===== config.mk =====
export PLATFORM = sky130hd
export DESIGN_NAME = alu_cmd_seq
export DESIGN_NICKNAME = d
export VERILOG_FILES = /design/src/rtl/alu_cmd_seq.sv
export SDC_FILE = /design/constraint.sdc
export NUM_CORES = 1
export LEC_CHECK = 0
export CAP_MARGIN = 20
export CORE_MARGIN = 2
export CORE_UTILIZATION = 46
export DETAILED_ROUTE_END_ITERATION = 8
export GPL_ROUTABILITY_DRIVEN = 1
export HOLD_SLACK_MARGIN = 0.05
export PLACE_DENSITY = 0.79
export SYNTH_ARGS = -nofsm -noshare
export SYNTH_HDL_FRONTEND = slang
export SYNTH_SLANG_ARGS = --single-unit

===== constraint.sdc =====
create_clock -name clk_i -period 2.4 [get_ports clk_i]
set_clock_uncertainty 0.1 [all_clocks]
set_input_delay 0.6 -clock clk_i [delete_from_list [all_inputs] [get_ports clk_i]]
set_output_delay 0.6 -clock clk_i [all_outputs]
set_load 0.1 [all_outputs]

===== src/rtl/alu_cmd_seq.sv =====
// alu_cmd_seq: command sequencer in front of the combinational alu.
// Queues (opcode, a, b) requests in a small FIFO, issues them one at a time on
// registered alu inputs, captures result/flags one cycle later and presents
// them on a valid/ready response port until accepted.
//
//   state | meaning
//   ------+-----------------------------------------------------------
//   IDLE  | nothing in flight; waiting for the FIFO to hold a command
//   EXEC  | alu inputs stable this cycle; result captured at the edge
//   RESP  | response held valid until the consumer accepts it
module alu_cmd_seq #(
  parameter int N     = 4,
  parameter int DEPTH = 4
) (
  input  logic                       clk_i,
  input  logic                       rst_i,
  input  logic                       cmd_valid_i,
  output logic                       cmd_ready_o,
  input  logic [3:0]                 cmd_opcode_i,
  input  logic [N-1:0]               cmd_a_i,
  input  logic [N-1:0]               cmd_b_i,
  output logic [3:0]                 alu_opcode_o,
  output logic [N-1:0]               alu_a_o,
  output logic [N-1:0]               alu_b_o,
  input  logic [N-1:0]               alu_result_i,
  input  logic                       alu_c_i,
  input  logic                       alu_z_i,
  input  logic                       alu_n_i,
  input  logic                       alu_v_i,
  output logic                       rsp_valid_o,
  input  logic                       rsp_ready_i,
  output logic [N-1:0]               rsp_result_o,
  output logic [3:0]                 rsp_flags_o,
  output logic                       busy_o,
  output logic [$clog2(DEPTH):0]     count_o
);

  localparam int PTR_W = $clog2(DEPTH);
  localparam int CNT_W = PTR_W + 1;
  localparam int ENT_W = 4 + 2 * N;

  typedef enum logic [1:0] {
    IDLE = 2'd0,
    EXEC = 2'd1,
    RESP = 2'd2
  } state_t;

  state_t             state_q;
  logic [ENT_W-1:0]   fifo_mem [DEPTH];
  logic [PTR_W-1:0]   wr_ptr_q, wr_ptr_d;
  logic [PTR_W-1:0]   rd_ptr_q, rd_ptr_d;
  logic [CNT_W-1:0]   count_q, count_d;

  logic [3:0]         alu_opcode_q;
  logic [N-1:0]       alu_a_q;
  logic [N-1:0]       alu_b_q;
  logic               rsp_valid_q;
  logic [N-1:0]       rsp_result_q;
  logic [3:0]         rsp_flags_q;
  logic               busy_q;

  logic               fifo_full;
  logic               fifo_empty;
  logic               push;
  logic               pop;
  logic               rsp_accept;
  logic [ENT_W-1:0]   head;
  logic [3:0]         head_opcode;
  logic [N-1:0]       head_a;
  logic [N-1:0]       head_b;

  // FIFO status and handshake qualification; ready depends on occupancy only,
  // so a full FIFO refuses a push even when a pop happens in the same cycle.
  always_comb begin
    fifo_full   = (count_q == CNT_W'(DEPTH));
    fifo_empty  = (count_q == '0);
    push        = cmd_valid_i && !fifo_full;
    rsp_accept  = (state_q == RESP) && rsp_valid_q && rsp_ready_i;
    pop         = !fifo_empty &&
                  ((state_q == IDLE) || rsp_accept);
    head        = fifo_mem[rd_ptr_q];
    head_opcode = head[ENT_W-1 -: 4];
    head_a      = head[2*N-1 -: N];
    head_b      = head[N-1:0];
  end

  // Next pointer/occupancy values; pointers wrap naturally at DEPTH (power of two).
  always_comb begin
    wr_ptr_d = wr_ptr_q;
    rd_ptr_d = rd_ptr_q;
    count_d  = count_q;
    if (push) wr_ptr_d = wr_ptr_q + PTR_W'(1);
    if (pop)  rd_ptr_d = rd_ptr_q + PTR_W'(1);
    if (push && !pop)      count_d = count_q + CNT_W'(1);
    else if (pop && !push) count_d = count_q - CNT_W'(1);
  end

  // FIFO storage; contents are don't-care once the pointers are reset.
  always_ff @(posedge clk_i) begin
    if (push) fifo_mem[wr_ptr_q] <= {cmd_opcode_i, cmd_a_i, cmd_b_i};
  end

  // FIFO pointers and occupancy.
  always_ff @(posedge clk_i) begin
    if (rst_i) begin
      wr_ptr_q <= '0;
      rd_ptr_q <= '0;
      count_q  <= '0;
    end else begin
      wr_ptr_q <= wr_ptr_d;
      rd_ptr_q <= rd_ptr_d;
      count_q  <= count_d;
    end
  end

  // Sequencer FSM with registered alu and response outputs.
  always_ff @(posedge clk_i) begin
    if (rst_i) begin
      state_q      <= IDLE;
      alu_opcode_q <= '0;
      alu_a_q      <= '0;
      alu_b_q      <= '0;
      rsp_valid_q  <= 1'b0;
      rsp_result_q <= '0;
      rsp_flags_q  <= '0;
      busy_q       <= 1'b0;
    end else begin
      case (state_q)
        IDLE: begin
          if (!fifo_empty) begin
            alu_opcode_q <= head_opcode;
            alu_a_q      <= head_a;
            alu_b_q      <= head_b;
            busy_q       <= 1'b1;
            state_q      <= EXEC;
          end
        end
        EXEC: begin
          rsp_result_q <= alu_result_i;
          rsp_flags_q  <= {alu_n_i, alu_z_i, alu_c_i, alu_v_i};
          rsp_valid_q  <= 1'b1;
          state_q      <= RESP;
        end
        RESP: begin
          if (rsp_accept) begin
            rsp_valid_q <= 1'b0;
            if (!fifo_empty) begin
              // Chain straight into the next command to sustain one response per two cycles.
              alu_opcode_q <= head_opcode;
              alu_a_q      <= head_a;
              alu_b_q      <= head_b;
              state_q      <= EXEC;
            end else begin
              busy_q  <= 1'b0;
              state_q <= IDLE;
            end
          end
        end
        default: begin
          state_q     <= IDLE;
          rsp_valid_q <= 1'b0;
          busy_q      <= 1'b0;
        end
      endcase
    end
  end

  assign cmd_ready_o  = !fifo_full;
  assign count_o      = count_q;
  assign alu_opcode_o = alu_opcode_q;
  assign alu_a_o      = alu_a_q;
  assign alu_b_o      = alu_b_q;
  assign rsp_valid_o  = rsp_valid_q;
  assign rsp_result_o = rsp_result_q;
  assign rsp_flags_o  = rsp_flags_q;
  assign busy_o       = busy_q;

endmodule


==> summary by stage, run 1 <==
Outcome
The flow ran to the end, and the final reports show no timing, DRC or antenna violations.

Routing
The number of iterations in the first detailed-routing pass is 4. The routed layout has 2,055 vias. In the final routed layout, each cell accounts on average for around 16 um. The DRC violations left is 0. Wires add up to 5980 um. The number of vias per cell after detailed routing is between 5 and 6. For this block, the initial DRC count from the detailed router was 81. The number of routed nets with antenna violations is 0.

Logic synthesis
The number of standard cells after synthesis is about 230. Synthesis produced a netlist with a net count of 256. The count of flip-flops with a built-in enable after synthesis is 48. The number of different library cells used by synthesis comes to 39. The synthesized-area fraction occupied by xor and xnor cells is 0.548%. The synthesized-area fraction occupied by and/or/nand/nor cells is approximately 9%. Counting flops with an async set or reset pin after synthesis yields a share of 0%.

The multiplexer share of the synthesized area is 9.35%. Among all flip-flop cells after synthesis, the most frequent one is edfxtp_1. The post-synthesis compound-gate area fraction is a little under a tenth.

The post-synthesis share of cell area spent on full adders, half adders and majority gates is under 10%. The mapped netlist covers between 3000 and 4000 um^2. The portion of the post-synthesis area used by sequential elements is roughly 66%.

The dominant combinational cell family by area after synthesis is multiplexers. Synthesis inferred 81 register bits. The number of warning messages in the yosys log is 0.

Dividing the synthesized area by the synthesized cell count gives 14.2 um^2.

Critical path
The timing endpoint of the critical path is count_o[2]$_SDFFE_PP0P_. The category of the worst setup path launch point is an input port. The nature of the critical path endpoint is a flop. The launching element of the worst setup path is rsp_ready_i. In this run the worst path has a maximum fanout of 2. The slack of the worst reg-to-reg path is between 200 and 250 ps.

The worst register-to-register path begins at count_o[1]$_SDFFE_PP0P_. The required time of the worst setup path is about 2600 ps. In this run the critical register-to-register path is captured at count_o[2]$_SDFFE_PP0P_. The critical path is of the in2reg type.

STA puts the critical path data arrival time at 2470 ps. The worst register-to-register path has a depth of 8.

Finish
The number of nets in the finished design is around 320. Leaving out fill and tap cells, the most frequent cells in the layout are edfxtp_1 (48), buf_4 (40), dfxtp_1 (29), a21oi_1 (27), clkdlybuf4s50_1 (23). The diode insertion count for antenna repair is 0. After filler insertion, the fill cell instance count of the layout stands at 537.

The most frequent standard cell in the layout excluding fill and tap cells is edfxtp_1. The share of layout cells above drive strength 1 is between 20% and 30%. The relative area change from synthesis to final layout is 24.8%.

The core occupancy in the finished layout is approximately three fifths.

STA
Headroom to the max-slew limit came out at 64.3%. The final hold violation count came to 0. The post-layout minimum cycle time is between 2000 and 2500 ps. The worst-margin pin slew is approximately 540 ps.

Static timing analysis puts the maximum clock frequency at 438 MHz. The number of endpoints failing setup at the final stage is 0. After routing, the total negative slack on setup checks comes to 0 ps.

The number of pins exceeding their max-slew limit in the final report is 0. Setup repair after global routing left no endpoint under its margin. The post-route fraction of the period consumed by the critical path is 95.2%.

Clock network
For this design, the CTS-stage hold fixing added 0 buffers. The clock latency on the worst-skew pair is 360 ps. The number of gates resized after CTS is 0. Clock tree synthesis found a total of 81 sinks. CTS built an H-tree with a depth of 3. CTS placed an instance of clkbuf_8 at the clock tree root.

Buffers added to address setup during post-CTS repair amount to 0. After clock tree synthesis, the clock-pin slew on the worst setup and hold paths is 80 ps. The CTS tree is done. The number of buffers added by the clock tree synthesis step is 9. Counting along the longest clock path gives a buffer depth of 2.

Floorplan
The width of the chip is 87.4 um. In this run the standard cell core region covers between 6000 and 7000 um^2. In this run the count of I/O pins placed on the die edge is 50. The effective utilization at floorplan is ~47%. The die area is about 7600 um^2. After floorplanning, the core was divided into 30 placement rows. The die is between 80 and 90 um tall.

Job
Across the run, the number of max-cap violations was 0.

Power and ir drop
The maximum resistive drop on vdd is approximately 0.45 mV. Total power for the finished layout comes to about 5.4 mW. The leakage power figure is around 1.5 nW.

The power density relative to cell area is between 1000 and 1500 nW/um^2.

Global routing
The overall track demand over capacity in global routing is about 17%. The number of antenna violations at the first check in global routing is 0. The global route total overflow is 0.

The via count of the first global-routing pass is approximately 2,000. The largest net degree at the start of global routing is 20. The first-pass GRT wire length is 9560 um.

Place
The global placement routability congestion is around 0.71. The count of input and output buffers is approximately 50. The wire-length estimate of the detail-placed layout is 4030 um.

Min path
The worst hold path belongs to the class reg2reg.
cell type report:
type	count	area (um^2)	share of cell area [%]
Sequential cell	81	2110	53.0
Clock inverter	6	67.6	1.69
Timing Repair Buffer	64	551	13.8
Clock buffer	10	128	3.20
Multi-Input combinational cell	123	1010	25.2
Tap cell	80	100	2.51
Inverter	6	22.5	0.564
layer usage:
metal,vias to the layer above,part of all wire (%),GRT usage (%)
li1,978,-,-
met1,1004,45,22.0
met2,64,48,26.0
met3,9,5.2,4.45
met4,0,2.0,7.55
met5,-,0,0
synthesized netlist by cell type (all sizes together) (2+ instances only):
cell     n  area share (%)
edfxtp  48              45
dfxtp   33              21
a21oi   27             4.2
nand2   17             2.0
nand4   13             2.5
o31ai   13             3.1
mux4    12             8.7
buf      9             1.8
clkbuf   7            0.94
nor2     7            0.82
inv      6            0.70
ha       5             2.0
and3     4            0.78
o21ai    4            0.63
nand3    3            0.63
nor3     2            0.47
or3      2            0.39
xor2     2            0.55
flip-flops by register name (all words and copies together), names as in the netlist, named ones only:
register and cells:
alu_b_o 4, count_o 3, rsp_valid_o 1, rsp_flags_o 4, busy_o 1, wr_ptr_q 2
fifo_mem 48, alu_a_o 4, state_q 2, alu_opcode_o 4, rsp_result_o 4, rd_ptr_q 2
per-stage QoR:
step / std cells / setup WS (ps) / hold slack [ps] / instance area [um^2]
floorplan: 226 / -5.12 / 382 / 3240
global placement: 354 / -198 / 342 / 3790
detailed placement: 354 / -233 / 350 / 3790
CTS: 370 / 118 / 361 / 3990
global route: 370 / 22.3 / 377 / 3990
finish: 370 / 116 / 356 / 3990
worst max-delay path, stage by stage:
cell and delay, ps:
clkdlybuf4s50_1 430, a21bo_2 250, nand3_4 90, ha_4 140, inv_2 40, fa_2 350
xor2_1 150, or3_1 310, a21oi_1 120
worst min path at each step:
| stage | start | to | slack [ps] | cells after the start |
|---|---|---|---|---|
| final | rsp_flags_o[0]$_SDFFE_PP0P_ | rsp_flags_o[0]$_SDFFE_PP0P_ | 360 | 2 |
| after global routing | rsp_flags_o[0]$_SDFFE_PP0P_ | rsp_flags_o[0]$_SDFFE_PP0P_ | 380 | 2 |
| after CTS | rsp_flags_o[0]$_SDFFE_PP0P_ | rsp_flags_o[0]$_SDFFE_PP0P_ | 360 | 2 |
| after detailed placement | rsp_flags_o[0]$_SDFFE_PP0P_ | rsp_flags_o[0]$_SDFFE_PP0P_ | 350 | 2 |
| after global placement | rsp_flags_o[2]$_SDFFE_PP0P_ | rsp_flags_o[2]$_SDFFE_PP0P_ | 340 | 2 |
| after floorplan | rd_ptr_q[0]$_SDFFE_PP0P_ | flop | 380 | 2 |
cell families (layout without fill, tap and decap cells):
group | count (synthesis) | after routing
DFF | 81 | 81
and+or+nand+nor | 53 | 53
AOI/OAI and AO/OA | 48 | 48
buffers and inverters | 22 | 86
muxes | 14 | 14
adders and majority gates | 6 | 6
xor gates and xnor gates | 2 | 2
where the power goes:
group          switching, mW  total [mW]  internal [mW]
Sequential             0.186        1.92           1.74
Clock                  0.489       0.974          0.484
Combinational           1.74        2.52          0.777
Total                   2.42        5.42           3.00
(Power assumes the default switching activity.)
==> run 2: changes to the inputs <==
- PLACE_DENSITY: 0.79 -> 0.76
- clock period: 2.4 -> 2.42 ns (I/O delays scaled with it)
==> run 2 against run 1 <==
  * Utilization shrank 0.28 points
  * First-iteration DRC count down 25%
  * Cell count unchanged
  * Combinational power about the same
  * Sequential share of layout area grew 0.25 points
  * Hold slack better by 0.93 ps
  * Global-route usage shrank 0.46 points
  * Clock-buffer cell count fell by 1
  * Design area fell by 0.47%
  * Register-to-register slack about the same
  * Critical path type unchanged
  * Largest cell class unchanged
  * Largest power group unchanged
==> summary by stage, run 2 (synthesis gave the netlist of run 1 again) <==
Critical path
The nature of the critical path endpoint is a flop. By startpoint and endpoint, the worst setup path is classified as in2reg. Traced cell by cell, the critical path runs through clkdlybuf4s50_1, a21bo_2, nand3_4, ha_4, inv_1, fa_2, xor2_1, or3_1, a21oi_1. The critical register-to-register path startpoint is count_o[1]$_SDFFE_PP0P_. STA classifies the critical path startpoint as an input port. The highest-delay cell along the critical path is clkdlybuf4s50_1. The signal arrival time at the worst endpoint is 2460 ps (about the same).

The worst stage delay on the critical path was 420 ps (about the same). The slack of the worst reg-to-reg path is 230 ps (about the same). The required time of the worst setup path was 2590 ps (about the same). The worst-case reg-to-reg path depth is 8 (unchanged). The highest fanout seen on the critical path is 2 (unchanged). The destination of the worst register-to-register timing path is count_o[2]$_SDFFE_PP0P_.

Min path
The hold path startpoint is rsp_result_o[2]$_SDFFE_PP0P_. The class of the tightest hold or removal check is reg2reg. The worst hold path stage count came to 2 (unchanged). For hold timing, the worst endpoint is rsp_result_o[2]$_SDFFE_PP0P_.

Routing
The DRC violations left is 0 (unchanged). The initial detailed-routing violation count is 61 (-25%). The average wire length per cell after detail routing is 15.8 um (-2.2%). The routed wire length on met3 is 238 um (-23%). The total wire length after detailed routing is 5850 um (-2.2%). The met2 routed wirelength was 2890 um (+1.3%). The number of routed nets with antenna violations is 0 (unchanged). The wire length on met1 was 2600 um (-3.8%).

The number of iterations in the first detailed-routing pass is 4 (unchanged). The highest metal layer carrying signal wires in the routed design is met4. The total number of vias came to 2,021 (-1.7%).

The number of vias per cell after detailed routing is 5.46 (-1.7%).

Finish
The share of layout cells above drive strength 1 was 27.6% (unchanged). The number of fillers in the final layout came to 542 (+0.93%). The cell area after layout was 3970 um^2 (-0.47%). The number of nets in the finished design is 315 (unchanged). The total area of multi-input combinational cells is 1010 um^2 (unchanged).

The diode insertion count for antenna repair is 0 (unchanged). The relative area change from synthesis to final layout is 24.2%. The core occupancy in the finished layout is 58.8% (-0.28 points). The storage element area was 2110 um^2 (unchanged). The library cell used most frequently in the layout, excluding fill and tap cells, is edfxtp_1.

In the layout the commonest cells are edfxtp_1 (48), buf_4 (40), dfxtp_1 (29), a21oi_1 (27), clkdlybuf4s50_1 (23). The number of flip-flops under the largest register name is 48 (unchanged). The register with the most flip-flops in the final layout is fifo_mem.

Global routing
The global route total overflow is 0 (unchanged). The number of antenna violations at the first check in global routing was 0 (unchanged). The via count of the first global-routing pass is 2,053 (+3.0%). The overall track demand over capacity in global routing is 16.3% (-0.46 points).

The first-pass GRT wire length is 9460 um (-1.1%). The largest net degree at the start of global routing came to 20 (unchanged).

STA
The minimum hold slack came to 357 ps (+0.928 ps). The worst max-slew margin expressed relative to the limit is 63.2% (-1.0 points). The post-layout minimum cycle time is approximately 2300 ps. Timing would allow up to between 400 and 500 MHz. The number of pins exceeding their max-slew limit in the final report came to 0 (unchanged). The post-route fraction of the period consumed by the critical path is 94.3%. The worst setup slack after layout is 138 ps (+21.1 ps). Setup repair after global routing left no endpoint under its margin. The worst-margin pin slew came to 551 ps (+15.7 ps). The final hold violation count was 0 (unchanged).

The number of endpoints failing setup at the final stage is 0 (unchanged).

Job
The max capacitance violation total came to 0 (unchanged).

Clock network
The CTS tree is done. The clock-pin transition on the worst setup and hold timing paths was 90 ps (about the same). The cell sitting at the root of the clock tree is a clkbuf_8. The clock latency on the worst-skew pair is 340 ps (-20 ps). The number of H-tree levels is 3 (unchanged). The number of gates resized after CTS is 0 (unchanged). The number of buffers added by the clock tree synthesis step came to 9 (unchanged). The number of buffers inserted to repair setup after CTS is 0 (unchanged).

The total clock sinks was 81 (unchanged). The hold buffer count at CTS is 0 (unchanged). The worst-case clock buffer depth is 2 (unchanged).

Place
The count of input and output buffers is 49 (unchanged). The total placed instance area was 3790 um^2 (unchanged). The post-placement worst setup slack is -225 ps (+8.29 ps). The global placement routability congestion is 0.712 (+0.47%). The half-perimeter wire length after detailed placement is 3960 um (-1.6%).

Power and ir drop
The maximum resistive drop on vdd was 0.395 mV (-12%). The power density relative to cell area is 1330 nW/um^2 (-2.2%). The leakage power figure came to 1.45 nW (-0.95%). The post-layout total power is 5.27 mW (-2.7%).

Floorplan
The floorplan core area was 6760 um^2 (unchanged). The width of the chip is 87.4 um (unchanged). The die area was 7640 um^2 (unchanged). The effective utilization at floorplan is 47.3% (unchanged).

The boundary pin count is 50 (unchanged). The number of placement rows is 30 (unchanged). The die boundary height is 87.4 um (unchanged).

Outcome
The run finished with clean final reports.
## run 2: cell types whose count changed in the layout (fill, tap and decap cells not counted), sizes merged
cell and delta:
clkbuf -1, clkinvlp +2, clkinv -2, inv +2
bufinv -1
## run 2: power by group
part / leakage (nW) / total (mW) / internal [mW] / switching (mW)
clock network: 0.0803 / 0.877 / 0.379 / 0.498
logic: 0.654 / 2.50 / 0.771 / 1.73
registers: 0.713 / 1.89 / 1.72 / 0.171
## run 2: cell type report
cell class,count,share of cell area [%]
Multi-Input combinational cell,123,25.4
Clock buffer,9,3.12
Sequential cell,81,53.2
Timing Repair Buffer,64,13.9
Clock inverter,7,1.32
Inverter,6,0.567
Tap cell,80,2.52
## run 2: per-layer routing
layer | GRT usage (%) | vias to the layer above
li1 | - | 983
met1 | 20.7 | 978
met2 | 26.8 | 51
met3 | 3.03 | 9
met4 | 7.83 | 0
met5 | 0 | -
## run 2: through the flow
stage / std cells / TNS, ps
6_report: 370 / 0
5_1_grt: 370 / 0
4_1_cts: 370 / 0
3_5_place_dp: 354 / -268
3_3_place_gp: 354 / -168
2_1_floorplan: 226 / 0
## run 2: worst max-delay path by stage
stage | startpoint | endpoint | slack, ps | cells after the start
after floorplan | count_o[1]$_SDFFE_PP0P_ | count_o[2]$_SDFFE_PP0P_ | 7 | 10
after global placement | cmd_valid_i | count_o[2]$_SDFFE_PP0P_ | -170 | 9
after detailed placement | rsp_ready_i | count_o[2]$_SDFFE_PP0P_ | -220 | 9
after CTS | rsp_ready_i | count_o[2]$_SDFFE_PP0P_ | 130 | 9
after global routing | rsp_ready_i | count_o[2]$_SDFFE_PP0P_ | 60 | 9
final | rsp_ready_i | count_o[2]$_SDFFE_PP0P_ | 140 | 9
## run 2: critical path: cells and delay by family
kind	cells	cell delay, ps
buffers and inverters	2	470
adders and majority gates	2	470
xor gates and xnor gates	1	150
AOI/OAI and AO/OA	2	370
and+or+nand+nor	2	400
